===== src/rtl/crc16_pkg.sv =====
// -----------------------------------------------------------------------------
// crc16_pkg
// Shared definitions for the crc16 frame serializer:
//   - CRC_W_DEF : default CRC / augmentation width
//   - ST_*      : FSM state encodings (plain constants, legacy-compatible)
//   - frame_len : cycles from an accepted frame to the next in_ready
// -----------------------------------------------------------------------------
package crc16_pkg;

    localparam int CRC_W_DEF = 16;

    localparam logic [2:0] ST_IDLE  = 3'd0;
    localparam logic [2:0] ST_CLEAR = 3'd1;
    localparam logic [2:0] ST_SHIFT = 3'd2;
    localparam logic [2:0] ST_WAIT  = 3'd3;
    localparam logic [2:0] ST_DONE  = 3'd4;

    // accept + clear + payload/augmentation bits + engine latency + done
    function automatic int frame_len(input int data_w, input int crc_w, input int crc_lat);
        return 1 + 1 + data_w + crc_w + crc_lat + 1;
    endfunction

endpackage


===== src/rtl/crc16_ser_shift.sv =====
// -----------------------------------------------------------------------------
// crc16_ser_shift
// Parallel-load PISO holding {payload, CRC_W zeros} plus a bit down-counter.
// Ports:
//   clk, reset : clock, asynchronous active-high reset
//   load       : capture din (with zero augmentation) and reload the counter
//   shift      : shift left one bit and count one emitted bit
//   din        : DATA_W payload
//   msb        : current MSB, the next bit to emit
//   last       : all DATA_W+CRC_W bits have been emitted (counter at zero)
// -----------------------------------------------------------------------------
module crc16_ser_shift
    import crc16_pkg::*;
#(
    parameter int DATA_W = 34,
    parameter int CRC_W  = CRC_W_DEF
) (
    input  logic              clk,
    input  logic              reset,
    input  logic              load,
    input  logic              shift,
    input  logic [DATA_W-1:0] din,
    output logic              msb,
    output logic              last
);

    localparam int LEN   = DATA_W + CRC_W;
    localparam int CNT_W = $clog2(LEN + 1);

    logic [LEN-1:0]   shreg_q, shreg_d;
    logic [CNT_W-1:0] cnt_q, cnt_d;

    always_comb begin
        shreg_d = shreg_q;
        cnt_d   = cnt_q;
        if (load) begin
            shreg_d = {din, {CRC_W{1'b0}}};
            cnt_d   = CNT_W'(LEN);
        end else if (shift) begin
            shreg_d = {shreg_q[LEN-2:0], 1'b0};
            // Saturate at zero; the counter is only ever reloaded by load.
            if (cnt_q != '0) begin
                cnt_d = cnt_q - CNT_W'(1);
            end
        end
    end

    always_ff @(posedge clk or posedge reset) begin
        if (reset) begin
            shreg_q <= '0;
            cnt_q   <= '0;
        end else begin
            shreg_q <= shreg_d;
            cnt_q   <= cnt_d;
        end
    end

    assign msb  = shreg_q[LEN-1];
    assign last = (cnt_q == '0);

endmodule


===== src/rtl/crc16_frame_serializer.sv =====
// -----------------------------------------------------------------------------
// crc16_frame_serializer
// Feeds a serial crc16 engine: accepts one DATA_W word, clears the engine,
// streams the word MSB-first followed by CRC_W zero bits, waits CRC_LAT
// cycles for the engine, then captures its CRC with a one-cycle strobe.
// Ports:
//   clk, reset     : clock, asynchronous active-high reset
//   in_valid/ready : frame handshake; in_ready only high in IDLE
//   in_data        : payload, bit DATA_W-1 sent first
//   ser_clr        : one-cycle engine clear pulse
//   ser_bit/valid  : serial bit stream to the engine (bit forced 0 when idle)
//   crc_in         : engine crc_out
//   crc_result     : CRC captured at the end of the last complete frame
//   crc_out_valid  : one-cycle strobe when crc_result updates
//   busy           : high in every state except IDLE
// All outputs are registered, computed from the next state.
// -----------------------------------------------------------------------------
module crc16_frame_serializer
    import crc16_pkg::*;
#(
    parameter int DATA_W  = 34,
    parameter int CRC_W   = CRC_W_DEF,
    parameter int CRC_LAT = 1
) (
    input  logic              clk,
    input  logic              reset,
    input  logic              in_valid,
    output logic              in_ready,
    input  logic [DATA_W-1:0] in_data,
    output logic              ser_clr,
    output logic              ser_bit,
    output logic              ser_valid,
    input  logic [CRC_W-1:0]  crc_in,
    output logic [CRC_W-1:0]  crc_result,
    output logic              crc_out_valid,
    output logic              busy
);

    localparam int WAIT_W = (CRC_LAT > 1) ? $clog2(CRC_LAT) : 1;

    logic [2:0]        state_q, state_d;
    logic [WAIT_W-1:0] wait_q, wait_d;
    logic              in_ready_q, in_ready_d;
    logic              ser_clr_q, ser_clr_d;
    logic              ser_bit_q, ser_bit_d;
    logic              ser_valid_q, ser_valid_d;
    logic [CRC_W-1:0]  crc_result_q, crc_result_d;
    logic              crc_out_valid_q, crc_out_valid_d;
    logic              busy_q, busy_d;

    logic accept;
    logic shift_en;
    logic sh_msb;
    logic sh_last;

    // in_ready_q is only set while idle, so it also gates acceptance and
    // keeps in_data unsampled for the whole frame.
    assign accept = in_valid && in_ready_q;

    // Shifting starts on the CLEAR->SHIFT edge so the first bit is on
    // ser_bit during the first SHIFT cycle; it stops once all bits are out.
    assign shift_en = (state_q == ST_CLEAR) || ((state_q == ST_SHIFT) && !sh_last);

    crc16_ser_shift #(
        .DATA_W (DATA_W),
        .CRC_W  (CRC_W)
    ) u_shift (
        .clk   (clk),
        .reset (reset),
        .load  (accept),
        .shift (shift_en),
        .din   (in_data),
        .msb   (sh_msb),
        .last  (sh_last)
    );

    always_comb begin
        state_d = state_q;
        wait_d  = wait_q;
        case (state_q)
            ST_IDLE:  if (accept) state_d = ST_CLEAR;
            ST_CLEAR: state_d = ST_SHIFT;
            ST_SHIFT: begin
                if (sh_last) begin
                    state_d = ST_WAIT;
                    wait_d  = WAIT_W'(CRC_LAT - 1);
                end
            end
            ST_WAIT: begin
                if (wait_q == '0) state_d = ST_DONE;
                else              wait_d  = wait_q - WAIT_W'(1);
            end
            ST_DONE:  state_d = ST_IDLE;
            default:  state_d = ST_IDLE;
        endcase
    end

    always_comb begin
        in_ready_d      = (state_d == ST_IDLE);
        ser_clr_d       = (state_d == ST_CLEAR);
        ser_valid_d     = shift_en;
        ser_bit_d       = shift_en && sh_msb;
        busy_d          = (state_d != ST_IDLE);
        crc_out_valid_d = (state_d == ST_DONE);
        crc_result_d    = (state_d == ST_DONE) ? crc_in : crc_result_q;
    end

    always_ff @(posedge clk or posedge reset) begin
        if (reset) begin
            state_q         <= ST_IDLE;
            wait_q          <= '0;
            in_ready_q      <= 1'b0;
            ser_clr_q       <= 1'b0;
            ser_bit_q       <= 1'b0;
            ser_valid_q     <= 1'b0;
            crc_result_q    <= '0;
            crc_out_valid_q <= 1'b0;
            busy_q          <= 1'b0;
        end else begin
            state_q         <= state_d;
            wait_q          <= wait_d;
            in_ready_q      <= in_ready_d;
            ser_clr_q       <= ser_clr_d;
            ser_bit_q       <= ser_bit_d;
            ser_valid_q     <= ser_valid_d;
            crc_result_q    <= crc_result_d;
            crc_out_valid_q <= crc_out_valid_d;
            busy_q          <= busy_d;
        end
    end

    assign in_ready      = in_ready_q;
    assign ser_clr       = ser_clr_q;
    assign ser_bit       = ser_bit_q;
    assign ser_valid     = ser_valid_q;
    assign crc_result    = crc_result_q;
    assign crc_out_valid = crc_out_valid_q;
    assign busy          = busy_q;

endmodule


===== config.mk =====
export PLATFORM = sky130hd
export DESIGN_NAME = crc16_frame_serializer
export DESIGN_NICKNAME = d
export VERILOG_FILES = /design/src/rtl/crc16_pkg.sv /design/src/rtl/crc16_ser_shift.sv /design/src/rtl/crc16_frame_serializer.sv
export SDC_FILE = /design/constraint.sdc
export NUM_CORES = 1
export LEC_CHECK = 0
export BUFFER_PORTS_ARGS = -buffer_cell sky130_fd_sc_hd__buf_2
export CORE_ASPECT_RATIO = 0.7
export CORE_MARGIN = 5
export CORE_UTILIZATION = 53
export CTS_BUF_LIST = sky130_fd_sc_hd__clkbuf_16
export CTS_CLUSTER_SIZE = 24
export DETAILED_ROUTE_END_ITERATION = 12
export PLACE_DENSITY_LB_ADDON = 0.1
export SLEW_MARGIN = 20
export SYNTH_ARGS = -nofsm -noshare
export SYNTH_HDL_FRONTEND = slang
export SYNTH_SLANG_ARGS = --single-unit

===== constraint.sdc =====
create_clock -name clk -period 3.7 [get_ports clk]
set_input_delay 0.74 -clock clk [delete_from_list [all_inputs] [get_ports clk]]
set_output_delay 0.74 -clock clk [all_outputs]
set_load 0.01 [all_outputs]

==> impl_metrics.toml <==
[outcome]
status = "finished clean"

[hold_path]
holdCritStartpoint = "crc_result[12]"
hold_path.class = "reg -> reg"

[die]
core_mm2 = 0.00520
start_util_pct = 54.0
fp.dieArea_mm2 = 0.00688
die_h_um = 70.9
fp-row-count = 22
die_w_um = 97.0
ioPinCount = 75

[synthesis]
yosysTopAreaCellShare_pct = 57.9
synth_edf_count = 0
syn_area_mm2 = 0.00281
synth_cell_type_count = 33
ys.flop_type = "dfrtp_1"
synth.area.top_cells = "dfrtp_1, a221o_1, nand2_1"
yosysTopAreaCell = "dfrtp_1"
synth_cells = 284
ys_ff_latch = 65
syn_area_per_cell_um2 = 9.89
yosys_warnings = 0
ys_seq_area_share_pct = 57.9
async_flop_share_pct = 100
synthesis.nets = 339

[cells_and_area]
fin_nets = 408
area_growth_pct = 24.2
nFillCells = 416
drive_above_1_share_pct = 26.0
layout_common_cells = "nand2_1, buf_2, dfrtp_1"
regArea_mm2 = 0.00163
mostFrequentLayoutCell = "nand2_1"
multi_input_area_mm2 = 0.00105
num_antenna_cells = 0

[critical_path]
worstPathMaxFanout = 18
endpoint_kind = "flip-flop"
crit_type = "reg -> reg"
r2r_setup_slack_ns = 1.54
r2r_start = "state_q[2]"
crit_path_start = "state_q[2]"
arrival_ns = 2.37
cp.required_ns = 3.91
cp-start-kind = "flip-flop"

[global_routing]
grt_pass1_wl_um = 9910
track_usage_pct = 18.4
antenna_found_initial = 0
first_global_vias = 2070
grt_max_degree = 49
overflow = 0

[timing]
setup_violations = 0
finalClockSkew_ns = 0.00613
relSlewSlack_pct = 46.5
slew_viol_final = 0
fmax_ghz = 0.462
setup_tns_ns = 0
finalCritPeriodShare_pct = 58.5
hold_viol = 0
rsz0062_at_grt = "false"
tightest_slew_ns = 0.802
fin_crit_ns = 2.16

[clocking]
cts_sinks = 65
ctsHoldBuffers = 0
cts_tree = "done"
h-tree-depth = 3
clk-insertion-delay-late_ns = 0.32
post_cts_resized = 0
cts_root_buffer = "clkbuf_16"
numCtsBuffers = 9
clk_path_buf_depth = 2
path_clk_slew_ns = 0.05
cts_setup_buffers = 0

[place]
place.gp.congestion = 0.743
portBuffers = 74
dp_hpwl_um = 3870

[pwr]
power_mw = 3.25
irDropWorstVdd_v = 0.000380
p_per_area_mw_per_mm2 = 933
leakagePower_nw = 1.80

[drt]
via_count = 2246
drt-vias-per-instance = 5.22
wirelength_um = 6000
dr.pass1.iters = 4
drc_errors = 0
routedWlPerCell_um = 14.0
drtIter0Drc = 120
ant_nets = 0

[run]
maxCapViolations = 0
## report_power, final
part           internal (mW)  leakage, nW  switching [mW]
clock network          0.507        0.144           0.277
registers               1.05        0.803           0.188
logic                  0.532        0.849           0.705
total                   2.08         1.80            1.17
## cells in the mapped netlist, types with 2 or more instances
| master | instances |
|---|---|
| nand2_1 | 82 |
| dfrtp_1 | 65 |
| nor2_1 | 42 |
| a221o_1 | 31 |
| clkbuf_1 | 11 |
| inv_1 | 9 |
| buf_2 | 5 |
| xnor2_1 | 4 |
| buf_4 | 3 |
| nor3_1 | 3 |
| a2111oi_0 | 2 |
| a211oi_1 | 2 |
| and2_1 | 2 |
| ha_1 | 2 |
| mux2i_1 | 2 |
| nand3_1 | 2 |
## path summary, 6_finish.rpt
path                                  endpoint  cells past startpoint
min reg2reg                     crc_result[12]                      2
max in group asynchronous     u_shift.cnt_q[3]                      3
min                             crc_result[12]                      2
max                              crc_result[5]                      5
max reg2reg                      crc_result[5]                      5
min in group asynchronous  u_shift.shreg_q[33]                      2
## routing by layer
metal	vias to the layer above	share of wire, %	track usage [%]
met5	-	0	0
li1	1102	-	-
met2	63	45	26.5
met1	1075	46	25.0
met4	0	1.1	6.54
met3	6	7.0	7.78
## area by class of cell
class / instances / share of cell area (%)
timing repair buffer: 78 / 11.5
tap: 72 / 2.58
clock inverter: 7 / 1.54
inverter: 10 / 1.11
multi-input combinational: 189 / 30.2
clock buffer: 9 / 6.46
sequential: 65 / 46.6
## cell families after synthesis
group | Yosys count | share of synthesized area (%)
and+or+nand+nor | 138 | 19.7
DFF | 65 | 57.9
AOI/OAI and AO/OA | 43 | 14.9
buffers and inverters | 30 | 4.63
xor gates and xnor gates | 4 | 1.25
muxes | 2 | 0.713
adders and majority gates | 2 | 0.891
## critical path, cell delays in order, from the launching register on
cell	delay [ns]
dfrtp_1	0.52
inv_1	0.10
nand3_1	0.51
clkinv_1	0.62
nand2_1	0.22
nand2_1	0.06
## per-stage QoR
stage / util [%] / cell area (um2) / hold WS [ns] / instances / setup WS, ns
2_1_floorplan: - / 2810 / 0.453 / 284 / 1.33
3_3_place_gp: 61.6 / 3210 / 0.453 / 414 / 1.23
3_5_place_dp: 61.6 / 3210 / 0.459 / 414 / 1.19
4_1_cts: 67.0 / 3490 / 0.471 / 430 / 1.16
5_1_grt: 67.1 / 3490 / 0.499 / 430 / 1.25
6_report: 67.1 / 3490 / 0.469 / 430 / 1.54
## registers in the layout, summed over array words and instances, names as in the netlist
name / flops
ser_clr: 1
state_q: 3
ser_bit: 1
u_shift.shreg_q: 34
u_shift.cnt_q: 6
in_ready: 1
ser_valid: 1
busy: 1
crc_result: 16
crc_out_valid: 1
No activity file was read; power rests on OpenSTA's default activity.
